## config.mk

```make
export PLATFORM = sky130hd
export DESIGN_NAME = xip_burst_reader_flat
export DESIGN_NICKNAME = d
export VERILOG_FILES = /design/src/rtl/xip_burst_reader_if.sv /design/src/rtl/xip_burst_reader.sv /design/src/flat_wrapper.sv
export SDC_FILE = /design/constraint.sdc
export NUM_CORES = 1
export LEC_CHECK = 0
export BUFFER_PORTS_ARGS = -buffer_cell sky130_fd_sc_hd__buf_2
export CORE_MARGIN = 2
export CORE_UTILIZATION = 50
export DETAILED_ROUTE_END_ITERATION = 8
export PLACE_DENSITY = 0.8
export SKIP_LAST_GASP = 1
export SYNTH_ARGS = -nofsm -noshare
export SYNTH_HDL_FRONTEND = slang
export SYNTH_SLANG_ARGS = --single-unit
```

## constraint.sdc

```tcl
create_clock -name clk -period 4.12 [get_ports clk]
set_input_delay 0.206 -clock clk [delete_from_list [all_inputs] [get_ports clk]]
set_output_delay 0.206 -clock clk [all_outputs]
set_load 0.05 [all_outputs]
```

## src/rtl/xip_burst_reader_if.sv

```systemverilog
// Bundle of control, AXI4-Lite read and output-stream signals for xip_burst_reader.
// The master modport is the reader's own view; slave is the environment's view.
interface xip_burst_reader_if #(
  parameter int ADDR_WIDTH = 32,
  parameter int CNT_WIDTH  = 16
);
  logic                  start_i;
  logic [ADDR_WIDTH-1:0] base_addr_i;
  logic [CNT_WIDTH-1:0]  word_count_i;
  logic                  abort_i;
  logic [ADDR_WIDTH-1:0] araddr_o;
  logic                  arvalid_o;
  logic                  arready_i;
  logic [31:0]           rdata_i;
  logic [1:0]            rresp_i;
  logic                  rvalid_i;
  logic                  rready_o;
  logic [31:0]           data_o;
  logic                  data_valid_o;
  logic                  data_ready_i;
  logic                  busy_o;
  logic                  done_o;
  logic                  error_o;
  logic [CNT_WIDTH-1:0]  words_done_o;

  modport master (
    input  start_i, base_addr_i, word_count_i, abort_i,
    input  arready_i, rdata_i, rresp_i, rvalid_i, data_ready_i,
    output araddr_o, arvalid_o, rready_o, data_o, data_valid_o,
    output busy_o, done_o, error_o, words_done_o
  );

  modport slave (
    output start_i, base_addr_i, word_count_i, abort_i,
    output arready_i, rdata_i, rresp_i, rvalid_i, data_ready_i,
    input  araddr_o, arvalid_o, rready_o, data_o, data_valid_o,
    input  busy_o, done_o, error_o, words_done_o
  );
endinterface

```

## src/rtl/xip_burst_reader.sv

```systemverilog
// AXI4-Lite read master: fetches a block of 32-bit words from the XIP window with
// one read outstanding at a time and forwards each word to a valid/ready stream.
module xip_burst_reader #(
  parameter int ADDR_WIDTH = 32,
  parameter int CNT_WIDTH  = 16
) (
  input logic clk,
  input logic reset,
  xip_burst_reader_if.master bus
);
  typedef enum logic [2:0] {IDLE, AR, R, DRAIN, FIN} state_t;

  state_t                state, state_nxt;
  logic [ADDR_WIDTH-1:0] addr;
  logic [CNT_WIDTH-1:0]  remaining;
  logic [CNT_WIDTH-1:0]  words_done;
  logic [31:0]           data_q;
  logic                  data_vld;
  logic                  abort_pend;
  logic                  err;
  logic                  busy;
  logic                  done;

  logic start_ok, abort_now, in_xfer, ar_hs, r_hs, r_bad, r_keep, out_hs;

  always_comb begin
    start_ok  = (state == IDLE) && bus.start_i;
    abort_now = abort_pend || bus.abort_i;
    in_xfer   = (state == AR) || (state == R) || (state == DRAIN);
    ar_hs     = (state == AR) && bus.arready_i;
    // A beat is only taken when the output register can hold it this cycle.
    r_hs      = (state == R) && bus.rvalid_i && (!data_vld || bus.data_ready_i);
    r_bad     = (bus.rresp_i != 2'b00);
    r_keep    = r_hs && !r_bad && !abort_now;
    out_hs    = data_vld && bus.data_ready_i;
  end

  always_comb begin
    state_nxt = state;
    case (state)
      IDLE:    if (start_ok) state_nxt = (bus.word_count_i == '0) ? FIN : AR;
      AR:      if (ar_hs) state_nxt = R;
      R:       if (r_hs) state_nxt = (!r_keep || remaining == CNT_WIDTH'(1)) ? DRAIN : AR;
      DRAIN:   if (abort_now || !data_vld || bus.data_ready_i) state_nxt = FIN;
      FIN:     state_nxt = IDLE;
      default: state_nxt = IDLE;
    endcase
  end

  always_ff @(posedge clk or posedge reset) begin
    if (reset) begin
      state <= IDLE;
    end else begin
      state <= state_nxt;
    end
  end

  always_ff @(posedge clk or posedge reset) begin
    if (reset) begin
      addr       <= '0;
      remaining  <= '0;
      words_done <= '0;
      data_q     <= '0;
      data_vld   <= 1'b0;
      abort_pend <= 1'b0;
      err        <= 1'b0;
      busy       <= 1'b0;
      done       <= 1'b0;
    end else begin
      done <= (state == FIN);

      if (start_ok) busy <= 1'b1;
      else if (state == FIN) busy <= 1'b0;

      if (state == FIN) abort_pend <= 1'b0;
      else if (bus.abort_i && in_xfer) abort_pend <= 1'b1;

      if (start_ok) err <= 1'b0;
      else if ((bus.abort_i && in_xfer) || (r_hs && r_bad)) err <= 1'b1;

      // Address wraps naturally at the top of the address space.
      if (start_ok) begin
        addr      <= bus.base_addr_i & ~ADDR_WIDTH'(3);
        remaining <= bus.word_count_i;
      end else if (r_keep) begin
        addr      <= addr + ADDR_WIDTH'(4);
        remaining <= remaining - CNT_WIDTH'(1);
      end

      if (r_keep) begin
        data_q   <= bus.rdata_i;
        data_vld <= 1'b1;
      end else if (out_hs || (state == DRAIN && abort_now)) begin
        data_vld <= 1'b0;
      end

      if (start_ok) words_done <= '0;
      else if (out_hs) words_done <= words_done + CNT_WIDTH'(1);
    end
  end

  assign bus.araddr_o     = addr;
  assign bus.arvalid_o    = (state == AR);
  assign bus.rready_o     = (state == R) && (!data_vld || bus.data_ready_i);
  assign bus.data_o       = data_q;
  assign bus.data_valid_o = data_vld;
  assign bus.busy_o       = busy;
  assign bus.done_o       = done;
  assign bus.error_o      = err;
  assign bus.words_done_o = words_done;
endmodule

```

## src/flat_wrapper.sv

```systemverilog
// flat-port wrapper written by rule: the top's interface ports become plain ports
module xip_burst_reader_flat 
#(
  parameter int ADDR_WIDTH = 32,
  parameter int CNT_WIDTH  = 16
)
  (clk, reset, bus_start_i, bus_base_addr_i, bus_word_count_i, bus_abort_i, bus_arready_i, bus_rdata_i, bus_rresp_i, bus_rvalid_i, bus_data_ready_i, bus_araddr_o, bus_arvalid_o, bus_rready_o, bus_data_o, bus_data_valid_o, bus_busy_o, bus_done_o, bus_error_o, bus_words_done_o);
  xip_burst_reader_if #(.ADDR_WIDTH(ADDR_WIDTH), .CNT_WIDTH(CNT_WIDTH)) bus_i ();
  input logic clk;
  input logic reset;
  input wire logic [$bits(bus_i.start_i)-1:0] bus_start_i;
  input wire logic [$bits(bus_i.base_addr_i)-1:0] bus_base_addr_i;
  input wire logic [$bits(bus_i.word_count_i)-1:0] bus_word_count_i;
  input wire logic [$bits(bus_i.abort_i)-1:0] bus_abort_i;
  input wire logic [$bits(bus_i.arready_i)-1:0] bus_arready_i;
  input wire logic [$bits(bus_i.rdata_i)-1:0] bus_rdata_i;
  input wire logic [$bits(bus_i.rresp_i)-1:0] bus_rresp_i;
  input wire logic [$bits(bus_i.rvalid_i)-1:0] bus_rvalid_i;
  input wire logic [$bits(bus_i.data_ready_i)-1:0] bus_data_ready_i;
  output wire logic [$bits(bus_i.araddr_o)-1:0] bus_araddr_o;
  output wire logic [$bits(bus_i.arvalid_o)-1:0] bus_arvalid_o;
  output wire logic [$bits(bus_i.rready_o)-1:0] bus_rready_o;
  output wire logic [$bits(bus_i.data_o)-1:0] bus_data_o;
  output wire logic [$bits(bus_i.data_valid_o)-1:0] bus_data_valid_o;
  output wire logic [$bits(bus_i.busy_o)-1:0] bus_busy_o;
  output wire logic [$bits(bus_i.done_o)-1:0] bus_done_o;
  output wire logic [$bits(bus_i.error_o)-1:0] bus_error_o;
  output wire logic [$bits(bus_i.words_done_o)-1:0] bus_words_done_o;
  assign bus_i.start_i = bus_start_i;
  assign bus_i.base_addr_i = bus_base_addr_i;
  assign bus_i.word_count_i = bus_word_count_i;
  assign bus_i.abort_i = bus_abort_i;
  assign bus_i.arready_i = bus_arready_i;
  assign bus_i.rdata_i = bus_rdata_i;
  assign bus_i.rresp_i = bus_rresp_i;
  assign bus_i.rvalid_i = bus_rvalid_i;
  assign bus_i.data_ready_i = bus_data_ready_i;
  assign bus_araddr_o = bus_i.araddr_o;
  assign bus_arvalid_o = bus_i.arvalid_o;
  assign bus_rready_o = bus_i.rready_o;
  assign bus_data_o = bus_i.data_o;
  assign bus_data_valid_o = bus_i.data_valid_o;
  assign bus_busy_o = bus_i.busy_o;
  assign bus_done_o = bus_i.done_o;
  assign bus_error_o = bus_i.error_o;
  assign bus_words_done_o = bus_i.words_done_o;
  xip_burst_reader #(.ADDR_WIDTH(ADDR_WIDTH), .CNT_WIDTH(CNT_WIDTH)) u_core (.clk(clk), .reset(reset), .bus(bus_i));
endmodule
```

==> results.txt <==
Pwr Density - 665.0 nW/um2
initial antenna violation count - 1
vias in the first global route - 4,670
setup tns final - 0 ns
H-Tree Level Count - 3
Static Leakage - 0.003141 uW
CP Capture Type - flop
combinational family with the most area after synthesis - simple AND/OR/NAND/NOR gates
Hold Vio Cnt, Final - 0
status - complete, no violations
Starting Density - 0.5077
Crit Reg-Reg Endpoint - u_core.bus.araddr_o[25]
Mapped Cells - 578
xor/xnor share of the synthesized area - 0.05275
die area - 11,120 um2
Synth Area in Adders - 0.009723
critical-path maximum fanout - 34
EDFF count, synth - 0
Hold Crit Class - in -> async
CTS buffer count - 9
Pre-antenna DRT Iters - 5
RePlAce Congestion - 0.8545
clk sinks - 102
layout net count - 828
Final Max Slew Viols - 0
worst-margin pin slew - 1.012 ns
CTS resizes - 0
Yosys cell types - 61
fin crit share - 0.6540
Final Critical Period - 2.694 ns
DP HPWL - 9.458 mm
most frequent cells in the layout - buf_2 (170), nand2_1 (160), dfrtp_1 (102), nor2_1 (39), o21ai_0 (38)
complex-gate fraction of the synthesized area - 0.1262
Root Driver - clkbuf_8
Avg Inst Size Synth - 8.906 um2
CTS tree - built
FF+latch count, synth - 102
Synth async-reset ratio - 1.000
I/O pin cnt - 175
DRT antenna net count - 0
post-synthesis sequential area ratio - 0.4959
dpl cell area - 6072 um2
DRC violations left - 0
clk_lat worst skew - 0.38 ns
RR Startpoint - u_core.state[0]
Vias/cell - 5.535
1st-iter DRT viols - 269
clock skew - 0.007944 ns
Chip Width - 105.5 um
fin util - 0.6185
Post-Syn Area - 5147 um2
post-synthesis simple-gate area fraction - 0.2773
max frequency - 0.3711 GHz
largest net degree at the start of global routing - 78
worst r2r path cells - 5
worst reg-to-reg setup slack - 1.43 ns
max cap viols - 0
Avg WL per Cell - 15.32 um
clk slew on worst S/H paths - 0.10 ns
grt total ovfl - 0
Crit Path Class - reg -> reg
# setup viols final - 0
multiplexer area fraction after synthesis - 0.002188
first-pass GRT wire length - 22.14 mm
clk buf depth - 2
commonest non-fill, non-tap cell in the layout - buf_2
maximum VDD drop - 0.3736 mV
RSZ-0062 raised after global routing - false
num rows - 37
share of layout cells above drive strength 1 - 0.2770
Detailed Route WL - 13.44 mm
synth warn - 0
area of the core - 10,140 um2
gr usage total - 0.2473
slew margin rel. - 0.3231
fin area - 6271 um2
chip height - 105.5 um
IO buf count - 170
via count - 4,854
crit path launch type - flop
Critical Path AT - 3.01 ns
synth-to-layout area growth - 21.83%
Top FF cell, synth - dfrtp_1
WP data required - 4.43 ns
[worst max-delay path, stage by stage (launching register included)]
cell and delay, ns:
dfrtp_1 0.51, and4bb_2 0.43, nand3_2 0.57, buf_4 0.50, or4_1 0.53, nand3_1 0.08
[report_power, final]
| group | total [uW] | internal (uW) | switching [uW] |
|---|---|---|---|
| logic | 1900 | 516 | 1390 |
| clock network | 591 | 237 | 354 |
| registers | 1680 | 1310 | 363 |
[worst max-delay path by stage]
| stage | from | end | slack (ns) |
|---|---|---|---|
| 5_1_grt | u_core.state[0] | u_core.bus.araddr_o[25] | 1.27 |
| 2_1_floorplan | reset | u_core.abort_pend | 1.24 |
| 4_1_cts | u_core.state[0] | u_core.bus.araddr_o[25] | 1.41 |
| 6_report | u_core.state[0] | u_core.bus.araddr_o[25] | 1.43 |
| 3_5_place_dp | u_core.state[0] | u_core.bus.araddr_o[25] | 1.43 |
| 3_3_place_gp | u_core.state[0] | u_core.bus.araddr_o[25] | 1.50 |
[registers in the layout, summed over array words and instances (netlist names)]
register / count
u_core.state: 3
u_core.bus.data_o: 32
u_core.remaining: 16
u_core.abort_pend: 1
u_core.bus.words_done_o: 16
u_core.bus.error_o: 1
u_core.bus.data_valid_o: 1
u_core.bus.busy_o: 1
u_core.bus.araddr_o: 30
u_core.bus.done_o: 1
[synth_stat cells, drive strengths merged, types with 6 or more instances]
master / n / share of area
a21oi: 13 / 0.013
a31oi: 6 / 0.0073
and4: 8 / 0.014
buf: 22 / 0.023
clkbuf: 10 / 0.0075
dfrtp: 102 / 0.50
inv: 7 / 0.0051
nand2: 161 / 0.12
nand3: 28 / 0.029
nand4: 10 / 0.012
nor2: 39 / 0.028
nor3: 11 / 0.011
nor4: 9 / 0.016
o211ai: 6 / 0.0087
o21ai: 38 / 0.037
o311ai: 10 / 0.017
xnor2: 7 / 0.012
xor2: 24 / 0.041
[cells by family (layout without fill, tap and decap cells)]
| group | Yosys count | count (layout) |
|---|---|---|
| AND/OR/NAND/NOR | 300 | 300 |
| flip-flops | 102 | 102 |
| multiplexers | 1 | 1 |
| buffers and inverters | 39 | 200 |
| other | 1 | 3 |
| adder cells (fa/ha/maj) | 4 | 4 |
| XOR/XNOR | 31 | 31 |
| AO/OA/AOI/OAI | 100 | 100 |
[metrics by stage]
step | setup WS, ns | total power (uW) | hold WS, ns | std cells
2_1_floorplan | 1.239 | 3073 | 0.3114 | 579
3_3_place_gp | 1.499 | 3516 | 0.3945 | 858
3_5_place_dp | 1.430 | 3588 | 0.3996 | 858
4_1_cts | 1.406 | 4178 | 0.0002803 | 876
5_1_grt | 1.265 | 4401 | 0.008391 | 877
6_report | 1.426 | 4170 | 0.005382 | 877
[per-layer routing]
metal / vias to the layer above / part of all wire / track usage
met3: 15 / 0.061 / 0.04391
met4: 0 / 0.017 / 0.08952
met1: 2354 / 0.42 / 0.3222
met2: 170 / 0.50 / 0.4138
li1: 2315 / - / -
met5: - / 0 / 0
[layout make-up]
| type | count | area (um2) |
|---|---|---|
| timing repair buffer | 177 | 908.4 |
| clock buffer | 11 | 141.4 |
| tap | 136 | 170.2 |
| multi-input combinational | 438 | 2432 |
| inverter | 7 | 28.78 |
| sequential | 102 | 2552 |
| clock inverter | 5 | 35.03 |
| antenna | 1 | 2.502 |
| fill | 886 | 3867 |
[repair_timing]
action                                 CTS  global route
setup buffers                            0             0
hold buffers                             2             0
endpoints found under the hold margin    2             0
(Power assumes the default switching activity.)
